[src/rtl/cache_mem_arbiter.sv]
`default_nettype none
// ============================================================================
// Module      : cache_mem_arbiter
// Description : Arbitrates a read-only ICache port and a read/write DCache
//               port onto a single memory-controller request channel.
//               At most one transaction is outstanding. Simultaneous
//               requests are granted round-robin. All memory-side outputs
//               are registered at the grant edge.
// Revision    : 1.0 - initial release
// ============================================================================
module cache_mem_arbiter #(
    parameter int ADDR_WIDTH = 32,
    parameter int DATA_WIDTH = 32
) (
    input  logic                  clk,
    input  logic                  rst,

    // ICache port (read only)
    input  logic [1:0]            i_rw_flag,
    input  logic [ADDR_WIDTH-1:0] i_addr,
    output logic [DATA_WIDTH-1:0] i_read_data,
    output logic                  i_busy,
    output logic                  i_done,

    // DCache port
    input  logic [1:0]            d_rw_flag,
    input  logic [ADDR_WIDTH-1:0] d_addr,
    input  logic [DATA_WIDTH-1:0] d_write_data,
    input  logic [3:0]            d_write_mask,
    output logic [DATA_WIDTH-1:0] d_read_data,
    output logic                  d_busy,
    output logic                  d_done,

    // Memory-controller channel
    output logic [1:0]            mem_rw_flag,
    output logic [ADDR_WIDTH-1:0] mem_addr,
    output logic [DATA_WIDTH-1:0] mem_write_data,
    output logic [3:0]            mem_write_mask,
    input  logic [DATA_WIDTH-1:0] mem_read_data,
    input  logic                  mem_done
);

    typedef enum logic [1:0] {
        S_IDLE    = 2'd0,
        S_SERVE_I = 2'd1,
        S_SERVE_D = 2'd2
    } state_t;

    localparam logic [1:0] c_RW_IDLE  = 2'b00;
    localparam logic [1:0] c_RW_READ  = 2'b01;
    localparam logic [1:0] c_RW_WRITE = 2'b10;

    state_t r_state;
    // Set when the most recent grant went to the DCache; cleared by reset
    // so that the DCache wins the first conflict.
    logic   r_last_d;

    logic   w_i_valid;
    logic   w_d_valid;
    logic   w_grant_d;

    // Request decode: the ICache upper flag bit is ignored, DCache 11 is idle.
    assign w_i_valid = i_rw_flag[0];
    assign w_d_valid = (d_rw_flag == c_RW_READ) || (d_rw_flag == c_RW_WRITE);
    // DCache wins when alone, or on a conflict when ICache was granted last.
    assign w_grant_d = w_d_valid && (!w_i_valid || !r_last_d);

    // Arbitration FSM with registered memory request and response outputs.
    always_ff @(posedge clk or negedge rst) begin
        if (!rst) begin
            r_state        <= S_IDLE;
            r_last_d       <= 1'b0;
            mem_rw_flag    <= c_RW_IDLE;
            mem_addr       <= '0;
            mem_write_data <= '0;
            mem_write_mask <= 4'b0000;
            i_read_data    <= '0;
            d_read_data    <= '0;
            i_busy         <= 1'b0;
            d_busy         <= 1'b0;
            i_done         <= 1'b0;
            d_done         <= 1'b0;
        end else begin
            // Done flags are single-cycle pulses.
            i_done <= 1'b0;
            d_done <= 1'b0;
            case (r_state)
                S_IDLE: begin
                    if (w_grant_d) begin
                        r_state        <= S_SERVE_D;
                        r_last_d       <= 1'b1;
                        mem_rw_flag    <= d_rw_flag;
                        mem_addr       <= d_addr;
                        mem_write_data <= d_write_data;
                        mem_write_mask <= d_write_mask;
                        d_busy         <= 1'b1;
                    end else if (w_i_valid) begin
                        r_state        <= S_SERVE_I;
                        r_last_d       <= 1'b0;
                        mem_rw_flag    <= c_RW_READ;
                        mem_addr       <= i_addr;
                        mem_write_data <= '0;
                        mem_write_mask <= 4'b0000;
                        i_busy         <= 1'b1;
                    end
                end
                S_SERVE_I: begin
                    if (mem_done) begin
                        r_state     <= S_IDLE;
                        mem_rw_flag <= c_RW_IDLE;
                        i_read_data <= mem_read_data;
                        i_done      <= 1'b1;
                        i_busy      <= 1'b0;
                    end
                end
                S_SERVE_D: begin
                    if (mem_done) begin
                        r_state     <= S_IDLE;
                        mem_rw_flag <= c_RW_IDLE;
                        // Writes return no data; keep the last read value.
                        if (mem_rw_flag == c_RW_READ) begin
                            d_read_data <= mem_read_data;
                        end
                        d_done      <= 1'b1;
                        d_busy      <= 1'b0;
                    end
                end
                default: begin
                    r_state     <= S_IDLE;
                    mem_rw_flag <= c_RW_IDLE;
                    i_busy      <= 1'b0;
                    d_busy      <= 1'b0;
                end
            endcase
        end
    end

endmodule
`default_nettype wire

[config.mk]
export PLATFORM = sky130hd
export DESIGN_NAME = cache_mem_arbiter
export DESIGN_NICKNAME = d
export VERILOG_FILES = /design/src/rtl/cache_mem_arbiter.sv
export SDC_FILE = /design/constraint.sdc
export NUM_CORES = 1
export LEC_CHECK = 0
export CORE_AREA = 2 2 108 110
export DETAILED_ROUTE_END_ITERATION = 16
export DIE_AREA = 0 0 110 112
export DONT_BUFFER_PORTS = 1
export GPL_TIMING_DRIVEN = 0
export PLACE_DENSITY = 0.66
export SETUP_SLACK_MARGIN = 0.2
export SLEW_MARGIN = 10
export SYNTH_ARGS = -nofsm -noshare
export SYNTH_HDL_FRONTEND = slang
export SYNTH_SLANG_ARGS = --single-unit
[constraint.sdc]
create_clock -name clk -period 3.53 [get_ports clk]
set_input_delay 1.059 -clock clk [delete_from_list [all_inputs] [get_ports clk]]
set_output_delay 1.059 -clock clk [all_outputs]
set_load 0.005 [all_outputs]
==> results of run 1 <==
[worst max-delay path: stages, from the launching register on]
cell,delay [ns]
dfrtp_1,0.41
inv_1,0.10
ha_1,0.17
buf_2,0.20
inv_1,0.08
a211oi_1,0.60
buf_2,0.34
a222oi_1,0.12
[flip-flops by register name (all words and copies together), names as in the netlist, 2 cells and up]
signal,cells
r_state,2
mem_rw_flag,2
i_read_data,32
mem_write_mask,4
mem_addr,32
mem_write_data,32
d_read_data,32
[metal layers]
metal | GRT usage | part of all wire
met5 | 0 | 0
met2 | 0.319 | 0.49
met1 | 0.245 | 0.38
met3 | 0.0820 | 0.096
met4 | 0.116 | 0.032
[placed cells by master, fill, tap and decap left out, drive strengths merged, types with 2 or more instances in the layout]
| cell | n |
|---|---|
| inv | 102 |
| a222oi | 32 |
| a22o | 36 |
| nor2 | 2 |
| buf | 21 |
| ha | 3 |
| clkinv | 2 |
| nand3 | 2 |
| o21ai | 2 |
| mux2 | 64 |
| nand2 | 4 |
| bufinv | 7 |
| o31ai | 3 |
| clkbuf | 26 |
| and2 | 2 |
| nor2b | 3 |
| dfrtp | 141 |
[how the worst max path moves through the flow]
| stage | slack (ns) | startpoint | depth (start not counted) | to |
|---|---|---|---|---|
| 2_1_floorplan | 1.40 | d_rw_flag[1] | 6 | mem_write_data[12] |
| 3_5_place_dp | 0.96 | d_rw_flag[1] | 4 | mem_addr[12] |
| 6_report | 1.35 | r_state[0] | 7 | mem_addr[20] |
| 3_3_place_gp | 0.99 | d_rw_flag[1] | 5 | mem_write_data[27] |
| 5_1_grt | 1.19 | r_state[0] | 7 | mem_addr[20] |
| 4_1_cts | 1.29 | r_state[0] | 7 | mem_addr[20] |
[cells by family after synthesis]
kind of cell	after synthesis	synth area share
flip-flops	141	0.623
multiplexers	64	0.127
AO/OA/AOI/OAI	82	0.131
AND/OR/NAND/NOR	18	0.0172
XOR/XNOR	2	0.00442
adder cells (fa/ha/maj)	3	0.00663
buffers and inverters	127	0.0904
[synth_stat cells, types with 2 or more instances]
cell type  number  area share
nand3_1         2      0.0018
o31ai_1         3      0.0040
mux2_2         64        0.13
a22o_1         36       0.056
inv_1         102       0.068
nand2_1         4      0.0027
and2_1          2      0.0022
dfrtp_1       141        0.62
buf_1           3      0.0020
nor2_1          2      0.0013
a222oi_1       32       0.057
buf_2          16       0.014
nor2b_1         3      0.0033
clkbuf_1        4      0.0027
ha_1            3      0.0066
buf_6           2      0.0040
[power groups by stage]
stage / clock network [W] / logic (W) / registers (W)
5_1_grt: 0.00223 / 0.00161 / 0.00319
4_1_cts: 0.00215 / 0.00146 / 0.00311
3_5_place_dp: 0 / 0.00146 / 0.00312
2_1_floorplan: 0 / 0.00121 / 0.00289
3_3_place_gp: 0 / 0.00138 / 0.00311
6_report: 0.00211 / 0.00145 / 0.00310
[stage by stage]
stage	util	cells	setup WS [ns]
after floorplan	-	437	1.40
after global placement	0.523	580	0.994
after detailed placement	0.523	580	0.963
after CTS	0.587	612	1.29
after global routing	0.587	612	1.19
final	0.587	612	1.35
[area by class of cell]
cell class / instances / area [um2]
Inverter: 102 / 383
Clock buffer: 22 / 484
Buffer: 25 / 129
Multi-Input combinational cell: 169 / 1620
Sequential cell: 141 / 3530
Clock inverter: 10 / 231
Tap cell: 143 / 179
Fill cell: 920 / 4620
==> reports/results.ini, run 1 <==
[job]
drv_cap=0

[cts]
cts_resized=0
clk_pin_slew_ns=0.06
clk_latency_ns=0.41
cts_buffer_depth=2
numCtsBuffers=17
holdBufCountCts=0
cts_tree=built
clock_sinks=141
cts_root_buf=clkbuf_16
post_cts_buffers=0
htree_levels=4

[sta]
rsz0062_at_grt=false
finalClockSkew_ns=0.00581
max_freq_ghz=0.459
period_needed_ns=2.18
slew_headroom=0.531
drv_slew=0
setup_viol=0
tightest_slew_ns=0.699
hold_ws_ns=0.346
setup_tns_ns=0
hold_viol=0
timing.final.crit_share=0.617

[global_route]
grt_pass1_vias=3696
grt.total_usage=0.207
grt_pass1_wl_mm=19.2
grt_overflow=0
grt_max_degree=142
antenna_found_initial=0

[logic_synthesis]
netlist_area_mm2=0.00566
ys_seq_elements=141
async_flop_share=1.00
syn_area_per_cell_um2=13.0
ys_types=34
ys_seq_area_frac=0.623
synth_edf_count=0
dominantRegCellSynth=dfrtp_1
syn_inst=437
synthesis.nets=579
synth_warnings=0

[route]
ant_nets=0
viasPerCell=5.85
vias=3579
drt-pass1-iter-count=8
remaining_drc_errors=0
wire_per_inst_um=20.6
drtIter0Drc=280
wl_mm=12.6

[setup_path]
cp.arrival_ns=2.43
r2r_start=r_state[0]
reg2reg_to=mem_addr[20]
cp-end-kind=register
r2r_cells=7
worstSetupStartpointType=register
path_class=register to register
required_ns=3.78
path_max_fanout=10
r2r_setup_slack_ns=1.35

[floorplanning]
core_area_mm2=0.0112
io_pins=277
rows=39
start_util=0.507
die_w_um=110
dieHeight_um=112
dieArea_mm2=0.0123

[power]
switchingPower_w=0.00199
peakVddDrop_v=0.000558
power_w=0.00666
power.internal_w=0.00468
clockPowerShare=0.317
p_seq_frac=0.465
powerDensity_mw_per_mm2=1020
combPwrFrac=0.218
p_sw_frac=0.298
leakagePower_nw=3.31

[placement]
hpwlAfterDp_mm=9.17
port-buffer-count=0
dpl-instance-area_mm2=0.00584
place.gp.congestion=0.788

[finish]
n_antenna_cell=0
nets=598
area_growth_pct=15.8
final_area_mm2=0.00656
drive_gt1_frac=0.243

[outcome]
status=complete, no violations

[worst_hold_path]
min_path_type=input port to async pin

No activity file was read; power rests on OpenSTA's default activity.
==> run 2, diff against run 1 <==
--- a/config.mk
+++ b/config.mk
@@ -10,7 +10,7 @@
 export DIE_AREA = 0 0 110 112
 export DONT_BUFFER_PORTS = 1
 export GPL_TIMING_DRIVEN = 0
-export PLACE_DENSITY = 0.66
+export PLACE_DENSITY = 0.68
 export SETUP_SLACK_MARGIN = 0.2
 export SLEW_MARGIN = 10
 export SYNTH_ARGS = -nofsm -noshare
==> constraint.sdc (replaced) <==
create_clock -name clk -period 1.9 [get_ports clk]
set_input_delay 0.57 -clock clk [delete_from_list [all_inputs] [get_ports clk]]
set_output_delay 0.57 -clock clk [all_outputs]
set_load 0.005 [all_outputs]
==> run 2 against run 1 <==
Effect of this change: the flow now finishes with violations (hold timing); global-route usage up 0.97 points; cell count up 1.5%; flip-flop and latch count unchanged; total power up 82%; via count up 1.2%; worst setup slack worse by 1.2 ns; fmax up 28%; design area up 1.8%; non-clock buffer count up 9; worst hold slack worse by 0.50 ns; count of clock-buffer cells in the layout down 5; critical path type unchanged; routed wire length up 6.4%.
==> reports/results.ini, run 2 (same netlist as run 1, synthesis figures left out) <==
[outcome]
status=finished, violations left
violations=hold timing

[finish]
nFillCells=861
drive_gt1_frac=0.291
nets=607
area_growth_pct=17.9
n_antenna_cell=0
fin_util=0.597
layout_common_cells=141 x dfrtp_1, 100 x inv_1, 64 x mux2_2
layout_commonest_cell=dfrtp_1

[cts]
cts_root_buf=clkbuf_16
cts_buffer_depth=2
clk_pin_slew_ns=0.06
htree_levels=4
clk_latency_ns=0.41
cts_tree=built
clock_sinks=141
numCtsBuffers=17

[sta]
finalClockSkew_ns=0.00814
period_needed_ns=1.71
drv_slew=0
slew_headroom=0.691
max_freq_ghz=0.585
hold_viol=141
setup_tns_ns=0
setup_viol=0
hold_ws_ns=-0.151
tightest_slew_ns=0.452
rsz0062_at_grt=true
timing.final.crit_share=0.899

[placement]
port-buffer-count=0
hpwlAfterDp_mm=9.26
place.gp.congestion=0.821

[route]
drtIter0Drc=273
remaining_drc_errors=0
ant_nets=0
drt-pass1-iter-count=11
wl_mm=13.4
wire_per_inst_um=21.6
viasPerCell=5.83
vias=3622

[setup_path]
cp-end-kind=register
path_max_fanout=4
required_ns=2.25
cp.arrival_ns=2.06
critPathTopFamily=compound AO/OA/AOI/OAI gates
crit_slowest_cell=a2111oi_0
slowest_delay_ns=0.46
r2r_cells=5
r2r_setup_slack_ns=0.19
reg2reg_to=i_busy
crit_path_cell_trace=buf_4 -> ha_1 -> nor2b_1 -> a2111oi_0 -> o32a_1
crit_buf_inv=1
path_class=register to register
r2r_start=r_state[0]
worstSetupStartpointType=register

[global_route]
grt_pass1_wl_mm=20.0
antenna_found_initial=0
grt_pass1_vias=3840
grt_max_degree=142
grt.total_usage=0.217
grt_overflow=0

[floorplanning]
start_util=0.507
dieHeight_um=112
core_area_mm2=0.0112
rows=39
die_w_um=110
io_pins=277
dieArea_mm2=0.0123

[power]
peakVddDrop_v=0.000978
powerDensity_mw_per_mm2=1820
leakagePower_nw=3.37

[job]
drv_cap=0

[worst_hold_path]
min_path_type=input port to async pin

[run 2: changes by cell type in the layout (fill, tap and decap cells not counted), moves of 3 or more]
cell,before,now
buf_1,3,0
buf_4,0,13
clkbuf_8,4,0
clkinvlp_4,1,4
clkinv_2,1,5
buf_2,16,3
bufinv_16,7,3
clkbuf_1,5,0
buf_6,2,13
[run 2: worst max-delay path by stage]
stage               start         endpoint  depth (start not counted)
2_1_floorplan  r_state[0]     mem_addr[10]                          7
3_3_place_gp   r_state[0]     mem_addr[26]                          7
3_5_place_dp   r_state[0]     mem_addr[23]                          7
4_1_cts        r_state[0]  d_read_data[18]                          7
5_1_grt        r_state[0]           i_busy                          5
6_report       r_state[0]           i_busy                          5
[run 2: final cells by class]
class	count	area, um2	area share
sequential	141	3530	0.529
multi-input combinational	169	1650	0.248
clock buffer	17	425	0.0637
inverter	102	383	0.0574
buffer	25	241	0.0362
tap	143	179	0.0268
clock inverter	15	171	0.0257
timing repair buffer	9	92.6	0.0139
[run 2: where the power goes]
group / leakage [nW] / switching [W] / internal, W / total, W
Clock: 0.285 / 0.00129 / 0.00206 / 0.00334
Sequential: 1.71 / 0.00125 / 0.00450 / 0.00575
Combinational: 1.37 / 0.00136 / 0.00170 / 0.00306
Total: 3.37 / 0.00389 / 0.00825 / 0.0121
[run 2: through the flow]
step	std cells	total power, W	setup slack, ns	area [um2]
after floorplan	437	0.00761	0.237	5660
after global placement	580	0.00834	-0.227	5840
after detailed placement	580	0.00853	-0.262	5840
after CTS	617	0.0120	0.191	6550
after global routing	621	0.0128	0.146	6680
final	621	0.0121	0.192	6680
[run 2: timing repair]
action	4_1_cts	5_1_grt
setup buffers	4	3
resized for setup	27	36
endpoints found under the hold margin	141	141
setup endpoints to repair	128	106
pin swaps	2	9
cloned	1	1
[run 2: routing by layer]
layer | wire [um] | vias to the layer above | GRT usage | share of wire
li1 | - | 1568 | - | -
met1 | 4990 | 1841 | 0.245 | 0.37
met2 | 6920 | 192 | 0.352 | 0.52
met3 | 1240 | 21 | 0.0896 | 0.092
met4 | 237 | 0 | 0.103 | 0.018
met5 | 0 | - | 0 | 0
==> run 3, diff against run 2 <==
--- a/config.mk
+++ b/config.mk
@@ -5,12 +5,14 @@
 export SDC_FILE = /design/constraint.sdc
 export NUM_CORES = 1
 export LEC_CHECK = 0
-export CORE_AREA = 2 2 108 110
+export CORE_ASPECT_RATIO = 1.4
+export CORE_MARGIN = 10
+export CORE_UTILIZATION = 55
+export CTS_CLUSTER_DIAMETER = 150
 export DETAILED_ROUTE_END_ITERATION = 16
-export DIE_AREA = 0 0 110 112
 export DONT_BUFFER_PORTS = 1
 export GPL_TIMING_DRIVEN = 0
-export PLACE_DENSITY = 0.68
+export PLACE_DENSITY = 0.73
 export SETUP_SLACK_MARGIN = 0.2
 export SLEW_MARGIN = 10
 export SYNTH_ARGS = -nofsm -noshare
==> run 3 against run 2 <==
Effect of this change: the run still ends with hold timing left; total power grew 0.93%; largest cell class unchanged; core utilization increased by 8.3 points; register-to-register slack gained 0.04 ns; sequential share of layout area is 1.0 points lower; flip-flop and latch count stayed put; critical path type unchanged.
==> reports/results.ini, run 3 (same netlist as run 1, synthesis figures left out) <==
[outcome]
status=finished, violations left
violations=hold timing

[route]
viasPerCell=5.95
remaining_drc_errors=0
drtIter0Drc=248
wire_per_inst_um=25.1
drt-pass1-iter-count=9
ant_nets=0
wl_mm=15.5
vias=3683

[global_route]
globalRouteMet1Util=0.207
grt_pass1_wl_mm=23.1
grt-busiest-layer=met2
grt_max_degree=142
antenna_found_initial=0
grt.total_usage=0.199
met3_usage=0.118
grt_pass1_vias=3970
grt_overflow=0
use_met2=0.328

[floorplanning]
io_pins=277
core_area_mm2=0.0100
dieHeight_um=140
rows=43
start_util=0.566
die_w_um=106
dieArea_mm2=0.0148

[power]
powerDensity_mw_per_mm2=1800
peakVddDrop_v=0.000953
leakagePower_nw=3.51
power_w=0.0123

[setup_path]
crit_slowest_cell=dfrtp_1
worstSetupStartpointType=register
crit_path_cell_trace=inv_2 -> ha_2 -> buf_6 -> o21ai_4 -> buf_6 -> buf_4 -> a222oi_1
required_ns=2.19
path_max_fanout=10
crit_top_cell=buf_6
slowest_delay_ns=0.42
cp-end-kind=register
path_class=register to register
cp.arrival_ns=1.96

[sta]
tightest_slew_ns=0.453
drv_slew=0
hold_viol=141
setup_tns_ns=0
fin_ws_ns=0.232
period_needed_ns=1.67
hold_ws_ns=-0.138
setup_viol=0
max_freq_ghz=0.599
rsz0062_at_grt=true
slew_headroom=0.698
timing.final.crit_share=0.878
finalClockSkew_ns=0.00869

[placement]
port-buffer-count=0
hpwlAfterDp_mm=11.5
post-place-ws_ns=-0.291
place.gp.congestion=0.785

[finish]
drive_gt1_frac=0.300
layout_commonest_cell=dfrtp_1
n_antenna_cell=0
fin_util=0.680
layout_common_cells=141 x dfrtp_1, 99 x inv_1, 43 x mux2_2
nets=615
area_growth_pct=20.2

[cts]
cts_root_buf=clkbuf_16
numCtsBuffers=17
cts_tree=built
htree_levels=4
cts_buffer_depth=2
clk_pin_slew_ns=0.06
clk_latency_ns=0.40
clock_sinks=141

[worst_hold_path]
min_path_type=input port to async pin

[job]
drv_cap=0

[run 3: stage by stage]
| stage | cells | instance area [um2] |
|---|---|---|
| floorplan | 437 | 5660 |
| global placement | 572 | 5830 |
| detailed placement | 572 | 5830 |
| CTS | 610 | 6520 |
| global route | 619 | 6810 |
| finish | 619 | 6810 |
[run 3: area by class of cell]
| class | count | area, um2 |
|---|---|---|
| Buffer | 25 | 226 |
| Clock buffer | 20 | 467 |
| Clock inverter | 10 | 90.1 |
| Fill cell | 752 | 3200 |
| Inverter | 102 | 383 |
| Multi-Input combinational cell | 169 | 1750 |
| Sequential cell | 141 | 3530 |
| Tap cell | 135 | 169 |
| Timing Repair Buffer | 17 | 193 |
[run 3: worst paths after layout]
path	startpoint	to	slack, ns	cells after the start
max reg2reg	r_state[1]	mem_addr[20]	0.23	7
max in group asynchronous	rst	i_busy	1.84	0
min in group clk	i_addr[9]	mem_addr[9]	0.30	2
min	rst	mem_write_data[12]	-0.14	0
min reg2reg	mem_write_data[3]	mem_write_data[3]	0.53	1
max	r_state[1]	mem_addr[20]	0.23	7
[run 3: where the power goes]
part,leakage [nW],total [W],internal [W],switching [W]
Sequential,1.71,0.00590,0.00450,0.00141
Combinational,1.53,0.00328,0.00190,0.00138
Clock,0.270,0.00307,0.00189,0.00119
Total,3.51,0.0123,0.00828,0.00397
[run 3: metal layers]
layer	vias up	wire length, um
met4	0	188
met3	12	2030
met1	1877	5370
met2	206	7950
met5	-	0
li1	1588	-
[run 3: what timing repair did]
item,4_1_cts,5_1_grt
gates cloned,0,4
resized for setup,28,56
pin swaps,3,5
buffers inserted,8,5
setup endpoints to repair,128,111
hold endpoints to repair,141,141
[run 3: critical path, delay by kind of cell (launching register included)]
kind,cells,cell delay [ns]
buffers and inverters,4,0.54
flip-flops,1,0.42
adder cells (fa/ha/maj),1,0.20
AO/OA/AOI/OAI,2,0.41
